File: src/rtl/dmem_arb_pkg.sv
// Shared definitions for the data-memory arbiter: FSM state encoding,
// the full-word byte-enable constant and the byte-lane merge helper.
package dmem_arb_pkg;

    typedef enum logic {
        ST_IDLE   = 1'b0,
        ST_RMW_WR = 1'b1
    } arb_state_t;

    localparam logic [3:0] BE_FULL = 4'hF;

    // Each enabled lane takes the new store byte, the others keep the old memory byte.
    function automatic logic [31:0] merge_lanes(
        input logic [31:0] wdata,
        input logic [31:0] old_data,
        input logic [3:0]  be
    );
        logic [31:0] result;
        for (int i = 0; i < 4; i++) begin
            result[8*i +: 8] = be[i] ? wdata[8*i +: 8] : old_data[8*i +: 8];
        end
        return result;
    endfunction

endpackage

File: src/rtl/dmem_arbiter_merge.sv
// Combinational 4-lane merge of store data over the current memory word,
// used to build the write-back word of a partial store.
module dmem_be_merge
    import dmem_arb_pkg::*;
(
    input  logic [31:0] wdata,
    input  logic [31:0] old_data,
    input  logic [3:0]  be,
    output logic [31:0] merged
);

    assign merged = merge_lanes(wdata, old_data, be);

endmodule

File: src/rtl/dmem_arbiter.sv
// Arbitrates the data memory's primary port between the CPU (C) and the debug unit (D);
// partial stores become a read-modify-write. Optional statistics: define DMEM_ARB_STATS_EN.
module dmem_arbiter
    import dmem_arb_pkg::*;
#(
    parameter int ADDR_W     = 12,
    parameter int DATA_W     = 32,
    parameter int STARVE_LIM = 4
) (
    input  logic              clk,
    input  logic              rst,
    input  logic              c_req,
    input  logic              c_we,
    input  logic [ADDR_W-1:0] c_addr,
    input  logic [DATA_W-1:0] c_wdata,
    input  logic [3:0]        c_be,
    output logic              c_gnt,
    output logic              c_rvalid,
    input  logic              d_req,
    input  logic              d_we,
    input  logic [ADDR_W-1:0] d_addr,
    input  logic [DATA_W-1:0] d_wdata,
    input  logic [3:0]        d_be,
    output logic              d_gnt,
    output logic              d_rvalid,
    output logic [DATA_W-1:0] rdata,
    output logic              busy,
    output logic [ADDR_W-1:0] mem_a,
    output logic [DATA_W-1:0] mem_d,
    output logic              mem_we,
    input  logic [DATA_W-1:0] mem_spo
`ifdef DMEM_ARB_STATS_EN
    ,
    output logic [31:0]       c_cnt,
    output logic [31:0]       d_cnt,
    output logic [7:0]        starve_max
`endif
);

    localparam logic [3:0] LIM = 4'(STARVE_LIM);

    arb_state_t        state, state_nxt;
    logic [3:0]        starve_cnt;
    logic [ADDR_W-1:0] rmw_addr;
    logic [DATA_W-1:0] rmw_data;

    logic              d_win;
    logic              any_gnt;
    logic              sel_we;
    logic [ADDR_W-1:0] sel_addr;
    logic [DATA_W-1:0] sel_wdata;
    logic [3:0]        sel_be;
    logic              partial;
    logic [DATA_W-1:0] merged;

    // D wins when C is quiet, or once it has been refused STARVE_LIM cycles in a row.
    assign d_win     = d_req && ((starve_cnt == LIM) || !c_req);
    assign sel_we    = d_win ? d_we    : c_we;
    assign sel_addr  = d_win ? d_addr  : c_addr;
    assign sel_wdata = d_win ? d_wdata : c_wdata;
    assign sel_be    = d_win ? d_be    : c_be;
    assign partial   = (sel_be != BE_FULL) && (sel_be != 4'h0);
    assign any_gnt   = c_gnt || d_gnt;

    dmem_be_merge u_merge (
        .wdata    (sel_wdata),
        .old_data (mem_spo),
        .be       (sel_be),
        .merged   (merged)
    );

    always_comb begin
        state_nxt = state;
        c_gnt     = 1'b0;
        d_gnt     = 1'b0;
        busy      = 1'b0;
        mem_a     = c_addr;
        mem_d     = '0;
        mem_we    = 1'b0;
        case (state)
            ST_IDLE: begin
                if (!rst && (c_req || d_req)) begin
                    d_gnt = d_win;
                    c_gnt = !d_win;
                    mem_a = sel_addr;
                    if (sel_we) begin
                        if (sel_be == BE_FULL) begin
                            mem_we = 1'b1;
                            mem_d  = sel_wdata;
                        end else if (partial) begin
                            state_nxt = ST_RMW_WR;
                        end
                    end
                end
            end
            ST_RMW_WR: begin
                busy      = 1'b1;
                mem_a     = rmw_addr;
                mem_d     = rmw_data;
                mem_we    = !rst;
                state_nxt = ST_IDLE;
            end
        endcase
    end

    always_ff @(posedge clk or posedge rst) begin
        if (rst) begin
            state      <= ST_IDLE;
            starve_cnt <= '0;
            rdata      <= '0;
            c_rvalid   <= 1'b0;
            d_rvalid   <= 1'b0;
            rmw_addr   <= '0;
            rmw_data   <= '0;
        end else begin
            state    <= state_nxt;
            c_rvalid <= c_gnt && !c_we;
            d_rvalid <= d_gnt && !d_we;
            if (any_gnt && !sel_we) begin
                rdata <= mem_spo;
            end
            if (any_gnt && sel_we && partial) begin
                rmw_addr <= sel_addr;
                rmw_data <= merged;
            end
            if (d_req && !d_gnt) begin
                starve_cnt <= (starve_cnt == LIM) ? LIM : starve_cnt + 4'd1;
            end else begin
                starve_cnt <= '0;
            end
        end
    end

`ifdef DMEM_ARB_STATS_EN
    always_ff @(posedge clk or posedge rst) begin
        if (rst) begin
            c_cnt      <= '0;
            d_cnt      <= '0;
            starve_max <= '0;
        end else begin
            if (c_gnt) begin
                c_cnt <= c_cnt + 32'd1;
            end
            if (d_gnt) begin
                d_cnt <= d_cnt + 32'd1;
            end
            if ({4'b0, starve_cnt} > starve_max) begin
                starve_max <= {4'b0, starve_cnt};
            end
        end
    end
`endif

endmodule

File: config.mk
export PLATFORM = sky130hd
export DESIGN_NAME = dmem_arbiter
export DESIGN_NICKNAME = d
export VERILOG_FILES = /design/src/rtl/dmem_arb_pkg.sv /design/src/rtl/dmem_arbiter_merge.sv /design/src/rtl/dmem_arbiter.sv
export SDC_FILE = /design/constraint.sdc
export NUM_CORES = 1
export LEC_CHECK = 0
export ABC_AREA = 1
export BUFFER_PORTS_ARGS = -buffer_cell sky130_fd_sc_hd__buf_4
export CORE_ASPECT_RATIO = 1.25
export CORE_MARGIN = 2
export CORE_UTILIZATION = 44
export CTS_CLUSTER_SIZE = 30
export DETAILED_ROUTE_END_ITERATION = 12
export GPL_TIMING_DRIVEN = 0
export MAX_ROUTING_LAYER = met4
export PLACE_DENSITY = 0.82
export SETUP_SLACK_MARGIN = 0.3
export SYNTH_ARGS = -nofsm -noshare
export SYNTH_HDL_FRONTEND = slang
export SYNTH_SLANG_ARGS = --single-unit
File: constraint.sdc
create_clock -name clk -period 3 [get_ports clk]
set_input_delay 0 -clock clk [delete_from_list [all_inputs] [get_ports clk]]
set_output_delay 0 -clock clk [all_outputs]
set_load 0.005 [all_outputs]
Yosys cells after proc, flatten, opt, wreduce, memory -nomap -nowiden
Cells that the tools add are included.
{ "totals": {"ff_bits": 83, "latchBits": 0, "ram_bits": 0, "rom_bits": 0, "input_bits": 134, "elab_cells": 62, "mem_count": 0} }
{ "op_classes": {"n_addsub": 1, "mul": 0, "div_mod_pow": 0, "order_cmp": 0, "n_eq_ne": 3, "shift": 0, "n_mux": 30, "bitwise": 1, "n_reduce_logical": 20} }
{ "op_table": {"columns": ["cell", "count"], "rows": [
  ["2-to-1 mux 32 bit", 4],
  ["case mux 32 bit (2 select lines)", 1],
  ["2-to-1 mux 8 bit", 4],
  ["2-to-1 mux 12 bit", 2],
  ["case mux 12 bit (2 select lines)", 1],
  ["2-to-1 mux 1 bit", 13],
  ["2-to-1 mux 4 bit", 3],
  ["logical AND 1 bit", 9],
  ["zero test 1 bit", 7],
  ["adder 4 x 1 -> 4 bit, second input constant", 1],
  ["== test 4 x 3 -> 1 bit, second input constant", 1],
  ["== test 4 bit, second input constant", 1],
  ["!= test 4 bit, second input constant", 1],
  ["case mux 1 bit (2 select lines)", 2],
  ["nonzero test 4 bit", 1],
  ["logical OR 1 bit", 3],
  ["NOT 1 bit", 1]
]} }

Longest topological paths before layout
Gate-level depths: netlist of the first run.
{ "depth": {"ltp_word": 11, "ltp_mapped": 15, "depth_no_buf": 13} }

By module
From an unflattened synthesis of the first run, not the netlist that was laid out.
{ "unflattened": {"cells_unflattened": 807, "area_unflattened_um2": 5208.7} }
{ "by_module_without_submodules": {"columns": ["mod", "n_inst", "cells_each", "area_per_inst_um2"], "rows": [
  ["dmem_arbiter", 1, 703, 4788.3],
  ["dmem_be_merge", 1, 104, 420.4]
]} }

Least setup slack after synthesis of the first run
No wires, ideal clock.
{ "synth_path": {"path_type": "input to register", "start": "input port rst", "end": "register rdata[10]", "setup_time_ns": 0.123, "arrival_time_ns": 3.166, "required_ns": 2.877, "path_slack_ns": -0.289, "path_stages": 11, "path_buffers": 1, "path_cell_list": "inv_1 > o21ai_1 > nor2_1 > inv_2 > nor2_2 > inv_2 > nor2_2 > nor2_1 > buf_2 > nand2_1 > nand2_1"} }
{ "synth_between": {"elab_chain_cells": 6, "elab_cells_between_ends": 8, "cone_classes": "mux (4); reduce/logical (4)"} }
{ "synth_rtl": {"columns": ["item", "line_no", "source"], "rows": [
  ["from (decl)", "dmem_arbiter.sv:11", "input logic rst,"],
  ["zero test 1 bit (no line)", null, null],
  ["logical AND 1 bit", "dmem_arbiter.sv:82", "if (!rst && (c_req || d_req)) begin"],
  ["2-to-1 mux 1 bit", "dmem_arbiter.sv:82", null],
  ["2-to-1 mux 1 bit", "dmem_arbiter.sv:80", "case (state)"],
  ["via d_gnt", "dmem_arbiter.sv:24", "output logic d_gnt,"],
  ["logical OR 1 bit", "dmem_arbiter.sv:63", "assign any_gnt = c_gnt || d_gnt;"],
  ["logical AND 1 bit", "dmem_arbiter.sv:119", "if (any_gnt && !sel_we) begin"],
  ["to (signal assigned)", "dmem_arbiter.sv:120", "rdata <= mem_spo;"],
  ["to (decl)", "dmem_arbiter.sv:26", "output logic [DATA_W-1:0] rdata,"]
]} }
The timed path passes the listed nets, and every way through them passes these cells.
A chain may end at the register's enable or synchronous reset.

Final worst setup path of the first run
{ "layout_path": {"start": "register starve_cnt[1]", "end": "output port mem_d[13]"} }
{ "layout_between": {"elab_chain_cells": 9, "elab_cells_between_ends": 11, "cone_classes": "eq/ne (2); mux (7); reduce/logical (2)"} }
{ "layout_rtl": {"columns": ["item", "line_no", "source"], "rows": [
  ["from (decl)", "dmem_arbiter.sv:43", "logic [3:0] starve_cnt;"],
  ["from (signal assigned)", "dmem_arbiter.sv:127", "starve_cnt <= (starve_cnt == LIM) ? LIM : starve_cnt + 4'd1;"],
  ["== test 4 x 3 -> 1 bit (*)", "dmem_arbiter.sv:57", "assign d_win = d_req && ((starve_cnt == LIM) || !c_req);"],
  ["logical OR 1 bit (*)", "dmem_arbiter.sv:57", null],
  ["logical AND 1 bit (*)", "dmem_arbiter.sv:57", null],
  ["2-to-1 mux 4 bit", "dmem_arbiter.sv:61", "assign sel_be = d_win ? d_be : c_be;"],
  ["== test 4 bit", "dmem_arbiter.sv:87", "if (sel_be == BE_FULL) begin"],
  ["2-to-1 mux 32 bit", "dmem_arbiter.sv:87", null],
  ["2-to-1 mux 32 bit (*)", "dmem_arbiter.sv:86", "if (sel_we) begin"],
  ["2-to-1 mux 32 bit (*)", "dmem_arbiter.sv:82", null],
  ["case mux 32 bit (2 select lines) (*)", "dmem_arbiter.sv:80", null],
  ["to (decl)", "dmem_arbiter.sv:29", "output logic [DATA_W-1:0] mem_d,"]
]} }
Mark *: on every way between the ends. The rest lies on a longest branch, timed or not.

==> run_results.csv, run 1 <==
group,metric,value,unit
yosys,synth_area_per_cell,6.53,µm²
sta,finalCritPeriodShare,86.5,%
power_and_ir_drop,ir_drop,372,µV
die,die_h,126,µm
clock_tree,cts_sinks,83,
yosys,synth_fp_nets,944,
yosys,netlist-cell-type-count,31,
global_routing,grt_pass1_wl,31000,µm
clock_tree,h-tree-depth,3,
sta,finalClockSkew,0.00732,ns
yosys,synth_area_leaders,"dfrtp_1 (39%), nand2_1 (32%), nand4_1 (5.2%), nand3_1 (4.8%), o21ai_0 (2.7%)",
place,portBuffers,214,
clock_tree,cts_made_buffers,9,
worst_setup_path,path_class,"reg -> out",
routing,firstDrtPassIters,5,
die,die-area,12900,µm²
yosys,yosysTopAreaCell,"dfrtp_1",
die,coreArea,11700,µm²
routing,vias_per_cell,5.24,
global_routing,grt_max_degree,41,
power_and_ir_drop,switching_share,31.1,%
routing,drt-initial-drc-count,354,
clock_tree,clk_latency,0.34,ns
worst_setup_path,critical_path_peak_fanout,10,
worst_setup_path,reg2regPathDepth,13,
yosys,synth_top_area_share,39.3,%
power_and_ir_drop,power_switching,1280,µW
routing,ant_nets,0,
routing,wire_per_inst,15.9,µm
power_and_ir_drop,p_seq_share,38.1,%
sta,finalHoldViolations,0,
sta,fin_crit,2.59,ns
power_and_ir_drop,intPower,2840,µW
die,die-width,102,µm
min_path,min_path_type,"in -> reg",
die,io-pin-count,216,
worst_setup_path,cp.required,3.00,ns
worst_setup_path,critPathArrivalTime,2.59,ns
sta,finalSetupTns,0,ns
final_layout,drive_gt1_share,27.5,%
yosys,synth-main-ff-cell,"dfrtp_1",
yosys,yosysMostFrequentCell,"nand2_1",
place,place_area,7130,µm²
final_layout,layout.nets,1211,
final_layout,area_growth,50.4,%
yosys,async_flop_share,100,%
sta,max_freq,0.385,GHz
global_routing,grt_usage,31.4,%
min_path,holdPathStages,5,
global_routing,grt-ovfl-total,0,
die,initial_core_util,45.2,%
global_routing,grt_pass1_vias,6369,
yosys,synthTopCellsByCount,"nand2_1 (453), dfrtp_1 (83), nand3_1 (51), nand4_1 (44), o21ai_0 (29)",
global_routing,antenna_found_initial,0,
power_and_ir_drop,leakagePower,0.00449,µW
clock_tree,cts_tree,"done",
yosys,syn_inst,808,
sta,maxSlewViolCount,0,
status,status,"finished clean",
power_and_ir_drop,p_comb_share,30.5,%
routing,vias,6502,
place,place_congestion,0.867,
yosys,syn_area,5280,µm²
job,drv_cap,0,
final_layout,final_cell_area,7940,µm²
yosys,yosysWarnings,0,
sta,slew-limit-headroom,60.4,%
yosys,seq_area_frac_synth,39.3,%
power_and_ir_drop,power_density,519,nW/µm²
sta,setup_violations,0,
yosys,ys_ff_latch,83,
worst_setup_path,start_kind,"register",
power_and_ir_drop,clkPwrFrac,31.3,%
routing,wl,19800,µm
place,dp_hpwl,13900,µm
final_layout,diodes,0,
clock_tree,clock_path_buffers,2,
clock_tree,path_clk_slew,0.06,ns
sta,tightestPinTransition,0.594,ns
die,rows,44,
yosys,synth_edf_count,0,
clock_tree,root_buffer,"clkbuf_16",
sta,rsz0062_at_grt,"yes",
worst_setup_path,endpoint_kind,"primary output",
routing,route.detailed.drc,0,
==> cell type report <==
cell class | count | area, µm²
flip-flops and latches | 83 | 2080
clock inverters | 5 | 100
fillers | 1058 | 3730
well taps | 161 | 201
repair buffers | 256 | 2030
multi-input cells | 655 | 2920
clock buffers | 11 | 243
inverters | 18 | 71.3
plain buffers | 52 | 299
==> worst max-delay path, stage by stage, from the launching register on <==
cell	delay, ns
dfrtp_1	0.39
inv_1	0.06
ha_1	0.17
nand3_2	0.18
nand2_4	0.15
nand2_4	0.12
nand2_1	0.13
nand2_4	0.11
nor2_2	0.15
nand2_2	0.10
nor2_4	0.24
buf_6	0.19
nand2_1	0.09
nand2_1	0.07
buf_4	0.11
==> layer usage <==
metal,global-route usage [%],share of wire [%],up-vias
met5,-,0,-
met4,14.0,4.3,0
met3,4.13,7.5,68
met2,51.3,49,336
met1,38.6,39,2976
li1,-,-,3122
==> layout by cell type, fill, tap and decap left out, types with 3 or more instances in the layout <==
cell type	n
inv_2	4
nand3_4	3
clkbuf_16	9
buf_6	10
o21ai_1	4
dlygate4sd3_1	33
nand2_2	4
nand2_1	453
nand3_1	51
inv_1	13
nand4_1	44
nor2_2	3
buf_2	14
a21oi_1	24
dfrtp_1	83
clkbuf_1	20
clkbuf_2	6
o21ai_0	29
nand2_4	5
buf_4	221
bufinv_16	3
nor2_1	18
==> through the flow <==
step           hold slack [ns]  power [µW]  utilization (%)  std cells  setup slack [ns]
6_report                0.0391        4120             68.0       1241             0.406
5_1_grt                 0.0602        4360             68.0       1241             0.275
4_1_cts                 0.0391        4090             67.0       1235             0.305
3_5_place_dp            0.0124        2770             61.1       1185             0.510
3_3_place_gp             0.220        2720             60.8       1183            -0.769
2_1_floorplan           0.0738        2160                -        808             0.428
==> power by group through the flow <==
stage / Combinational, µW / Sequential (µW) / Clock [µW]
finish: 1260 / 1570 / 1290
floorplan: 603 / 1560 / 0
CTS: 1230 / 1570 / 1290
global placement: 1150 / 1570 / 0
global route: 1400 / 1610 / 1350
detailed placement: 1190 / 1580 / 0
==> registers in the layout, indices dropped and copies added (netlist names) <==
register and cells:
c_rvalid 1, d_rvalid 1, rdata 32, rmw_addr 12, rmw_data 32, starve_cnt 4, state 1
==> logic make-up (layout without fill, tap and decap cells) <==
family	count (synthesis)	count (layout)	synth area share, %
AND/OR/NAND/NOR	591	591	47.3
flip-flops	83	83	39.3
AO/OA/AOI/OAI	61	61	6.16
buffers and inverters	70	342	6.54
XOR/XNOR	1	1	0.166
adder cells (fa/ha/maj)	2	2	0.474
==> path summary, 6_finish.rpt <==
path | startpoint | to | slack [ns]
setup / recovery | starve_cnt[1] | mem_d[13] | 0.41
hold / removal | d_addr[3] | rmw_addr[3] | 0.04
setup reg to reg | starve_cnt[1] | rmw_addr[4] | 0.45
hold reg to reg | rmw_data[27] | rmw_data[27] | 0.47
max in group asynchronous | rst | rdata[12] | 2.35
min in group asynchronous | rst | rmw_data[7] | 0.13
==> what timing repair did <==
action / in CTS / in global routing
hold endpoints to repair: 115 / 0
cloned: 0 / 1
pin swaps: 1 / 2
gates resized for setup: 2 / 26
buffers inserted: 1 / 5
hold buffers: 33 / 0
setup endpoints to repair: 31 / 73
No activity file was read; power rests on OpenSTA's default activity.
==> run 2: changes to the inputs <==
--- a/config.mk
+++ b/config.mk
@@ -9,12 +9,13 @@
 export BUFFER_PORTS_ARGS = -buffer_cell sky130_fd_sc_hd__buf_4
 export CORE_ASPECT_RATIO = 1.25
 export CORE_MARGIN = 2
-export CORE_UTILIZATION = 44
+export CORE_UTILIZATION = 46
+export CTS_BUF_LIST = sky130_fd_sc_hd__clkbuf_8
 export CTS_CLUSTER_SIZE = 30
 export DETAILED_ROUTE_END_ITERATION = 12
 export GPL_TIMING_DRIVEN = 0
 export MAX_ROUTING_LAYER = met4
-export PLACE_DENSITY = 0.82
+export PLACE_DENSITY = 0.85
 export SETUP_SLACK_MARGIN = 0.3
 export SYNTH_ARGS = -nofsm -noshare
 export SYNTH_HDL_FRONTEND = slang
==> run_results.csv, run 2 (same netlist as run 1, synthesis figures left out) <==
group,metric,value,unit
status,status,"finished clean",
worst_setup_path,cp.required,3.00,ns
sta,slew-limit-headroom,54.2,%
sta,max_freq,0.394,GHz
final_layout,fin_util,70.4,%
global_routing,grt_pass1_vias,6150,
routing,vias,6432,
global_routing,grt_max_degree,36,
place,dp_hpwl,13600,µm
sta,fin_crit,2.54,ns
sta,finalCritPeriodShare,84.5,%
routing,route.detailed.drc,0,
final_layout,layout.nets,1215,
clock_tree,cts_sinks,83,
clock_tree,clk_latency,0.37,ns
sta,tightestPinTransition,0.684,ns
final_layout,area_growth,48.5,%
die,io-pin-count,216,
die,rows,43,
clock_tree,cts_tree,"done",
sta,rsz0062_at_grt,"no",
routing,vias_per_cell,5.28,
die,initial_core_util,47.4,%
routing,drt-initial-drc-count,381,
sta,finalClockSkew,0.00663,ns
die,die-area,12400,µm²
power_and_ir_drop,clkPwrFrac,26.4,%
worst_setup_path,critical_path_peak_fanout,10,
worst_setup_path,cp_cell_sequence,"inv_1, ha_1, nand3_4, nand2_4, buf_6, nand3b_1, nand2_4, nor2_2, nand2_2, nor2_4, buf_12, buf_4, nand2_1, nand2_1, buf_4",
global_routing,grt-ovfl-total,0,
clock_tree,cts_made_buffers,9,
worst_setup_path,endpoint_kind,"primary output",
job,drv_cap,0,
power_and_ir_drop,p_seq_share,40.9,%
place,place_congestion,0.859,
final_layout,final_cell_mix,"nand2_1 (453), buf_4 (221), dfrtp_1 (83)",
min_path,min_path_type,"in -> reg",
worst_setup_path,critPathArrivalTime,2.54,ns
clock_tree,h-tree-depth,3,
worst_setup_path,critical_path.max_stage_delay,0.39,ns
worst_setup_path,path_buf_inv,5,
power_and_ir_drop,leakagePower,0.00445,µW
routing,firstDrtPassIters,4,
place,dp_cells,1159,
final_layout,mostFrequentLayoutCell,"nand2_1",
die,die_h,124,µm
sta,finalSetupTns,0,ns
global_routing,grt_pass1_wl,30200,µm
clock_tree,clock_path_buffers,2,
die,coreArea,11100,µm²
place,portBuffers,214,
sta,hold_ws,0.00756,ns
final_layout,final_cell_count_no_fill,1219,
power_and_ir_drop,p_comb_share,32.7,%
global_routing,antenna_found_initial,0,
worst_setup_path,path_class,"reg -> out",
global_routing,grt_usage,32.0,%
final_layout,top_regs,"rdata: 32 flops, rmw_data: 32 flops, rmw_addr: 12 flops",
routing,wire_per_inst,16.2,µm
worst_setup_path,cp_top_family,"simple AND/OR/NAND/NOR gates",
routing,wl,19700,µm
clock_tree,root_buffer,"clkbuf_8",
routing,ant_nets,0,
worst_setup_path,crit_slowest_cell,"dfrtp_1",
power_and_ir_drop,intPower,2580,µW
final_layout,diodes,0,
sta,setup_violations,0,
final_layout,drive_gt1_share,27.2,%
power_and_ir_drop,power_density,488,nW/µm²
power_and_ir_drop,power_switching,1250,µW
clock_tree,path_clk_slew,0.09,ns
sta,finalHoldViolations,0,
power_and_ir_drop,switching_share,32.7,%
sta,maxSlewViolCount,0,
final_layout,fill_cells,970,
die,die-width,99.8,µm
worst_setup_path,start_kind,"register",
power_and_ir_drop,ir_drop,313,µV
-- run 2: cell count changes in the layout (fill, tap and decap cells not counted), moves of 2 or more --
| cell | previous run | this run |
|---|---|---|
| buf_2 | 14 | 16 |
| clkbuf_1 | 20 | 24 |
| clkbuf_16 | 9 | 0 |
| clkbuf_2 | 6 | 1 |
| clkbuf_8 | 1 | 10 |
-- run 2: worst paths after layout --
path	start	end	slack, ns	depth (start not counted)
max	starve_cnt[0]	mem_d[14]	0.46	15
min reg2reg	rmw_data[7]	rmw_data[7]	0.48	2
min	d_addr[3]	rmw_addr[3]	0.008	5
max in group asynchronous	rst	rmw_data[10]	2.09	5
min in group asynchronous	rst	rmw_addr[1]	0.21	3
max reg2reg	starve_cnt[0]	rdata[24]	0.49	13
-- run 2: metrics by stage --
step / power (µW) / area (µm²) / worst slack (ns)
finish: 3830 / 7840 / 0.464
global route: 4040 / 7840 / 0.291
CTS: 3780 / 7700 / 0.311
detailed placement: 2750 / 7100 / 0.529
global placement: 2710 / 7060 / -0.750
floorplan: 2160 / 5280 / 0.428
-- run 2: timing repair --
item,in CTS,in global routing
resized for setup,1,19
cloned,0,4
buffers inserted,1,5
pin swaps,1,4
hold buffers,34,0
endpoints found under the hold margin,62,0
setup endpoints to repair,30,75
-- run 2: worst min-delay path, stage by stage --
cell,delay (ns)
buf_4,0.07
nand2_1,0.04
nand2_1,0.07
nand4_1,0.09
nand2_1,0.07
-- run 2: layout make-up --
cell class / instances / area, µm² / area share, %
plain buffers: 52 / 290 / 3.70
clock buffers: 10 / 138 / 1.76
clock inverters: 6 / 104 / 1.32
inverters: 18 / 71.3 / 0.910
multi-input cells: 655 / 2920 / 37.3
flip-flops and latches: 83 / 2080 / 26.5
well taps: 135 / 169 / 2.15
repair buffers: 259 / 2060 / 26.3
repair inverters: 1 / 5.00 / 0.0638
-- run 2: routing by layer --
layer,track usage (%),share of wire [%],up-vias
met2,55.4,51,281
met3,4.15,6.2,47
met4,12.9,2.9,0
met1,38.0,39,2982
li1,-,-,3122
met5,-,0,-
-- run 2: power groups by stage --
| stage | registers (µW) | logic [µW] | clock network (µW) |
|---|---|---|---|
| after floorplan | 1560 | 603 | 0 |
| after global placement | 1570 | 1140 | 0 |
| after detailed placement | 1580 | 1180 | 0 |
| after CTS | 1560 | 1220 | 1000 |
| after global routing | 1600 | 1390 | 1050 |
| final | 1570 | 1250 | 1010 |
